[src/rtl/cache_refill_writer.sv]
// cache_refill_writer: collects a cache-line refill as WORD_W-bit memory
// beats, merges an optional pending store into the line, then writes the
// assembled line into one data way for exactly one cycle.
//
// Handshake: the memory return bus has no ready. A beat is accepted on
// every rising edge in RECV where ret_valid=1. ret_valid is ignored in any
// other state. refill_req is only sampled in IDLE.
module cache_refill_writer #(
    parameter int LINE_W = 128,
    parameter int WORD_W = 32,
    parameter int OFF_W  = 2
) (
    input  logic                clk,
    input  logic                rstn,
    input  logic                refill_req,
    input  logic [1:0]          refill_way,
    input  logic                st_valid,
    input  logic [OFF_W-1:0]    st_off,
    input  logic [WORD_W/8-1:0] st_wstrb,
    input  logic [WORD_W-1:0]   st_wdata,
    input  logic                ret_valid,
    input  logic                ret_last,
    input  logic [WORD_W-1:0]   ret_data,
    output logic                busy,
    output logic [1:0]          way_we,
    output logic [LINE_W-1:0]   line_wdata,
    output logic                done,
    output logic                err
);

    localparam int BEATS = LINE_W / WORD_W;
    localparam int NBYTE = WORD_W / 8;
    localparam logic [OFF_W-1:0] LAST_CNT = OFF_W'(BEATS - 1);

    typedef enum logic [1:0] {
        IDLE  = 2'd0,
        RECV  = 2'd1,
        WRITE = 2'd2
    } state_e;

    state_e              state_q;
    logic [OFF_W-1:0]    cnt_q;
    logic [1:0]          way_q;
    logic                st_valid_q;
    logic [OFF_W-1:0]    st_off_q;
    logic [NBYTE-1:0]    st_wstrb_q;
    logic [WORD_W-1:0]   st_wdata_q;
    logic [LINE_W-1:0]   line_q;
    logic [1:0]          way_we_q;
    logic                done_q;
    logic                err_q;
    logic [WORD_W-1:0]   beat_word_d;

    // Merge the latched store over the incoming beat; store bytes win.
    always_comb begin
        beat_word_d = ret_data;
        if (st_valid_q && (cnt_q == st_off_q)) begin
            for (int b = 0; b < NBYTE; b++) begin
                if (st_wstrb_q[b]) begin
                    beat_word_d[b*8 +: 8] = st_wdata_q[b*8 +: 8];
                end
            end
        end
    end

    // Refill FSM: IDLE -> RECV -> WRITE -> IDLE, with registered pulses.
    always_ff @(posedge clk or negedge rstn) begin
        if (!rstn) begin
            state_q    <= IDLE;
            cnt_q      <= '0;
            way_q      <= 2'b00;
            st_valid_q <= 1'b0;
            st_off_q   <= '0;
            st_wstrb_q <= '0;
            st_wdata_q <= '0;
            line_q     <= '0;
            way_we_q   <= 2'b00;
            done_q     <= 1'b0;
            err_q      <= 1'b0;
        end else begin
            // way_we, done and err are single-cycle pulses by default.
            way_we_q <= 2'b00;
            done_q   <= 1'b0;
            err_q    <= 1'b0;
            case (state_q)
                IDLE: begin
                    if (refill_req && (refill_way != 2'b00)) begin
                        // Way encoding 11 folds onto way2.
                        way_q      <= (refill_way == 2'b01) ? 2'b01 : 2'b10;
                        st_valid_q <= st_valid;
                        st_off_q   <= st_off;
                        st_wstrb_q <= st_wstrb;
                        st_wdata_q <= st_wdata;
                        cnt_q      <= '0;
                        line_q     <= '0;
                        state_q    <= RECV;
                    end
                end
                RECV: begin
                    if (ret_valid) begin
                        for (int w = 0; w < BEATS; w++) begin
                            if (cnt_q == OFF_W'(w)) begin
                                line_q[w*WORD_W +: WORD_W] <= beat_word_d;
                            end
                        end
                        if (cnt_q == LAST_CNT) begin
                            // Final beat: write goes out next cycle, err flags a missing last.
                            way_we_q <= way_q;
                            done_q   <= 1'b1;
                            err_q    <= ~ret_last;
                            cnt_q    <= '0;
                            state_q  <= WRITE;
                        end else if (ret_last) begin
                            // Early last: drop the partial line, no write.
                            err_q   <= 1'b1;
                            cnt_q   <= '0;
                            state_q <= IDLE;
                        end else begin
                            cnt_q <= cnt_q + 1'b1;
                        end
                    end
                end
                WRITE: begin
                    state_q <= IDLE;
                end
                default: begin
                    state_q <= IDLE;
                end
            endcase
        end
    end

    assign busy       = (state_q != IDLE);
    assign way_we     = way_we_q;
    assign line_wdata = line_q;
    assign done       = done_q;
    assign err        = err_q;

endmodule

[config.mk]
export PLATFORM = sky130hd
export DESIGN_NAME = cache_refill_writer
export DESIGN_NICKNAME = d
export VERILOG_FILES = /design/src/rtl/cache_refill_writer.sv
export SDC_FILE = /design/constraint.sdc
export NUM_CORES = 1
export LEC_CHECK = 0
export ABC_AREA = 1
export ABC_CLOCK_PERIOD_IN_PS = 1500
export CAP_MARGIN = 20
export CORE_UTILIZATION = 44
export DETAILED_ROUTE_END_ITERATION = 8
export MAX_ROUTING_LAYER = met4
export PLACE_DENSITY = 0.73
export SLEW_MARGIN = 20
export SYNTH_ARGS = -nofsm -noshare
export SYNTH_HDL_FRONTEND = slang
export SYNTH_SLANG_ARGS = --single-unit
[constraint.sdc]
create_clock -name clk -period 1.5 [get_ports clk]
set_input_delay 0.45 -clock clk [delete_from_list [all_inputs] [get_ports clk]]
set_output_delay 0.45 -clock clk [all_outputs]
set_load 0.005 [all_outputs]
-- After elaboration in Yosys (flattened, before gate mapping)
Index checks and enable logic that the tools add are counted.
- logic and storage cells: 76
- output and inout bits: 133
- register bits: 177
- input port bits: 78
- eq/ne operators: 13
- muxes and demuxes: 33
- add/subtract/negate cells: 1
- bitwise operators: 1
- reductions and logical operators: 14
- operators with widths (operator ; count):
    128-bit 2-to-1 mux ; 2
    128-bit case mux with 2 select lines ; 1
    32-bit 2-to-1 mux ; 5
    8-bit 2-to-1 mux ; 4
    2-bit 2-to-1 mux ; 12
    4-bit AND reduction ; 4
    2-bit != test, second input constant ; 6
    2-bit case mux with 2 select lines ; 2
    1-bit 2-to-1 mux ; 7
    2-bit by 1-bit equality test with 1-bit output, second input constant ; 3
    3-bit AND reduction ; 2
    2-bit nonzero test ; 3
    2-bit equality test, second input constant ; 2
    2-bit zero test ; 2
    3-bit != test, second input constant ; 1
    2-bit by 1-bit adder with 2-bit output, second input constant ; 1
    2-bit equality test ; 1
    1-bit logical AND ; 2
    2-bit AND reduction ; 1
    1-bit NOT ; 1

-- Depth between registers and ports, before layout
Gate-level depths: netlist of run 1.
- depth in word-level cells: 6
- mapped depth: 10
- mapped depth without buffers: 9

-- Worst setup path before layout of run 1
No wires, ideal clock.
- path type: register to register
- start: register cnt_q[0]
- end: register line_q[19] (netlist: line_wdata[19])
- required time: 1.435 ns
- setup slack: 0.019 ns
- stages on the path, launching flop included: 9
- buffers on the path: 1
- setup time: 0.065 ns
- period minus slack after synthesis: 1.481 ns
- arrival time: 1.416 ns
- cells stage by stage: dfrtp_1 > inv_1 > ha_1 > nor2_1 > nor2_8 > inv_2 > buf_2 > nand2_1 > nand2_1
- word-level cells in the longest chain between the ends: 6
- elaborated cells on any way between the ends: 9
- those cells by class: eq/ne: 2; mux: 4; reduce/logical: 3
- RTL lines (what ; line ; RTL):
    from (decl) ; 42 ; logic [OFF_W-1:0] cnt_q;
    from (signal assigned) ; 119 ; cnt_q <= cnt_q + 1'b1;
    2-bit equality test ; 57 ; if (st_valid_q && (cnt_q == st_off_q)) begin
    1-bit logical AND ; 57 ;
    32-bit 2-to-1 mux ; 57 ;
    32-bit 2-to-1 mux ; 102 ; if (cnt_q == OFF_W'(w)) begin
    128-bit 2-to-1 mux ; 100 ; if (ret_valid) begin
    128-bit case mux with 2 select lines ; 85 ; case (state_q)
    to (signal, indexed assignment) ; 103 ; line_q[w*WORD_W +: WORD_W] <= beat_word_d;
    to (decl) ; 48 ; logic [LINE_W-1:0] line_q;
Parallel ways exist; a longest one is shown, timed or not. The select of a mux whose other input is x is not followed.
A chain may end at the register's enable or synchronous reset.

-- Worst setup path after layout of run 1
- start: register state_q[1]
- end: output port busy
- word-level cells in the longest chain between the ends: 1
- RTL lines (what ; line ; RTL):
    from (decl) ; 41 ; state_e state_q;
    from (signal assigned) ; 69 ; state_q <= IDLE;
    from (signal assigned) ; 96 ; state_q <= RECV;
    from (signal assigned) ; 112 ; state_q <= WRITE;
    2-bit nonzero test ; 133 ; assign busy = (state_q != IDLE);
    to (decl) ; 24 ; output logic busy,
No other way between the ends.

==> results of run 1 <==
state kept, by name, indices dropped and copies added, names as in the netlist:
| signal | count |
|---|---|
| cnt_q | 2 |
| done | 1 |
| err | 1 |
| line_wdata | 128 |
| st_off_q | 2 |
| st_valid_q | 1 |
| st_wdata_q | 32 |
| st_wstrb_q | 4 |
| state_q | 2 |
| way_q | 2 |
| way_we | 2 |
cells in the mapped netlist, drive strengths merged:
cell type  count  area share [%]
nor2          16             1.7
xnor2          1            0.11
ha             5            0.78
nor4           1           0.078
nand3        167              10
nand2        474              22
nor3           1           0.062
inv           53             2.5
clkbuf        19            0.89
dfrtp        177              55
buf           44             3.7
o21ai         40             2.5
a21oi          1           0.062
o21a           1           0.093
routing by layer:
layer  share of wire, %  wire (um)  vias to the layer above
met5                  0          0                        -
met4                2.7        666                        0
met3                7.8       1930                       55
met2                 48      11900                      356
met1                 42      10400                     3661
li1                   -          -                     3703
what timing repair did:
item | in CTS | in global routing
setup buffers | 59 | 2
setup endpoints to repair | 262 | 214
endpoints found under the hold margin | 27 | 0
hold buffers | 1 | 0
gates cloned | 0 | 6
pin swaps | 4 | 4
resized for setup | 348 | 90
worst max-delay path: stages (launching register included):
cell	delay, ns
dfrtp_2	0.42
nor2_4	0.13
inv_1	0.04
buf_2	0.12
cells in the final DEF (no fill, tap or decap), types with 2 or more instances in the layout:
cell	netlist	layout
buf_12	0	17
buf_2	16	20
buf_4	12	77
buf_6	9	11
buf_8	0	5
clkbuf_16	0	20
clkbuf_2	0	60
clkdlybuf4s15_1	0	53
clkdlybuf4s50_1	0	76
clkinv_2	0	3
dfrtp_1	177	174
dfrtp_2	0	3
diode_2	0	2
ha_1	5	4
inv_1	46	43
inv_2	6	3
inv_4	1	3
inv_6	0	8
inv_8	0	4
nand2_1	473	448
nand2_2	1	25
nand3_1	166	164
nand3_2	1	2
nor2_1	10	6
nor2_2	1	3
nor2_4	1	3
nor2_8	4	4
o21ai_0	40	39
worst paths after layout:
check	from	end	slack (ns)	cells past startpoint
min in group asynchronous	rstn	line_wdata[101]	0.49	2
max reg2reg	state_q[1]	line_wdata[116]	-0.09	10
max	state_q[1]	busy	-0.1	3
max in group asynchronous	rstn	cnt_q[0]	0.46	3
min reg2reg	line_wdata[9]	line_wdata[9]	0.48	2
min	line_wdata[9]	line_wdata[9]	0.48	2
per-stage QoR:
stage	utilization, %	power [mW]	setup TNS (ns)	hold slack (ns)
6_report	64.4	22.6	-5.04	0.479
5_1_grt	64.4	24.1	-15.77	0.496
3_5_place_dp	59.2	17.5	-69.09	0.371
2_1_floorplan	-	12.8	0	0.154
3_3_place_gp	59.2	17.3	-67.53	0.369
4_1_cts	64.9	22.1	-4.06	0.482
final cells by class:
class	instances	area (um^2)	area share (%)
clock inverters	14	123	1.06
flip-flops and latches	177	4430	38.3
inverters	53	231	2.00
well taps	229	287	2.48
diodes	2	5.00	0.0433
clock buffers	18	429	3.71
multi-input cells	707	3170	27.4
repair buffers	323	2890	25.0
logic make-up (layout without fill, tap and decap cells):
kind of cell / count (synthesis) / in the layout / share of synthesized area (%)
buffers and inverters: 116 / 408 / 7.09
XOR/XNOR: 1 / 1 / 0.109
adder cells (fa/ha/maj): 5 / 5 / 0.777
AO/OA/AOI/OAI: 42 / 42 / 2.64
AND/OR/NAND/NOR: 659 / 659 / 34.4
other: 0 / 2 / 0
flip-flops: 177 / 177 / 55.0
power by group:
group	internal (mW)	leakage [nW]	switching, mW
sequential	6.41	2.31	1.13
clock	2.18	0.273	2.03
combinational	4.66	3.77	6.21
total	13.3	6.35	9.38
==> impl_metrics.py, run 1 <==
metrics = {
    "floorplanning": {
        "ios": 211,
        "die_w_um": 137,
        "core_um2": 18000,
        "die_area_um2": 18800,
        "rows": 49,
        "initial_core_util_pct": 44.8,
        "die_h_um": 137,
    },
    "logic_synthesis": {
        "syn_nets": 1083,
        "ys_ff_latch": 177,
        "avgSynthCellArea_um2": 8.05,
        "synth.yosys.warnings": 0,
        "seq_area_frac_synth_pct": 55.0,
        "yosysUniqueCellTypes": 24,
        "syn_area_um2": 8050,
        "synthCells": 1000,
    },
    "cts": {
        "clockBufferDepth": 2,
        "cts_root_buffer": "clkbuf_16",
        "clkLatencyLatePin_ns": 0.43,
        "clk_pin_slew_ns": 0.07,
        "cts.sinks": 177,
        "cts_tree": "yes",
        "cts_buffers": 17,
        "htreeDepth": 4,
    },
    "pwr": {
        "leakage_nw": 6.35,
        "power_density_nw_per_um2": 1960,
        "ir_worst_vdd_mv": 1.10,
    },
    "global_route": {
        "met2_usage_pct": 41.6,
        "gr-total-overflow": 0,
        "first_global_vias": 7140,
        "busiest_layer": "met2",
        "grt_use_met1_pct": 35.0,
        "antenna_found_initial": 2,
        "grt_pass1_wl_mm": 36.8,
        "grt_max_degree": 75,
        "use_met3_pct": 4.34,
        "track_usage_pct": 26.4,
    },
    "final_layout": {
        "nets": 1362,
        "syn2layout_area_growth_pct": 43.6,
        "drive_gt1_share_pct": 21.5,
        "final.fill_count": 1520,
        "finalNonFillerCells": 1523,
        "finish.instance_area_um2": 11600,
    },
    "placed_design": {
        "place_congestion": 0.826,
        "place_inst": 1421,
        "pre_cts_ws_ns": -0.456,
        "post_dp_cell_area_um2": 10600,
        "portBuffers": 210,
        "dp_hpwl_mm": 16.4,
    },
    "sta": {
        "finalWorstSetupSlack_ns": -0.0993,
        "skew_ns": 0.0126,
        "period_needed_ns": 1.60,
        "finalCritPeriodShare_pct": 107,
        "hold_viol_final": 0,
        "relSlewSlack_pct": 68.5,
        "drv_slew": 0,
        "setup_violations": 129,
        "worst_pin_slew_ns": 0.472,
        "rsz0062_at_grt": "yes",
        "fmax_ghz": 0.625,
    },
    "outcome": {
        "status": "finished, violations left",
        "failed_checks": "setup timing",
    },
    "setup_path": {
        "critPathMaxFanout": 2,
        "worst-setup-path-type": "register to output pin",
        "required_ns": 1.05,
        "critical_path_arrival_ns": 1.15,
        "worstSetupStartpointType": "register",
        "critPathCaptureType": "output pin",
    },
    "routing": {
        "viasPerCell": 5.11,
        "drc": 0,
        "first_iter_violations": 600,
        "dr.pass1.iters": 5,
        "routedWlPerCell_um": 16.3,
        "vias": 7775,
        "routed_wl_mm": 24.9,
        "ant_nets": 0,
    },
    "job": {
        "drv_cap": 0,
    },
    "min_path": {
        "hold_path.class": "register to register",
    },
}
Power figures use the tool's default switching activity.
==> run 2: changes to the inputs <==
--- a/config.mk
+++ b/config.mk
@@ -7,7 +7,6 @@
 export LEC_CHECK = 0
 export ABC_AREA = 1
 export ABC_CLOCK_PERIOD_IN_PS = 1500
-export CAP_MARGIN = 20
 export CORE_UTILIZATION = 44
 export DETAILED_ROUTE_END_ITERATION = 8
 export MAX_ROUTING_LAYER = met4
==> results of run 2 <==
Same layout as run 1: the final DEF is identical, and so are final timing and power.
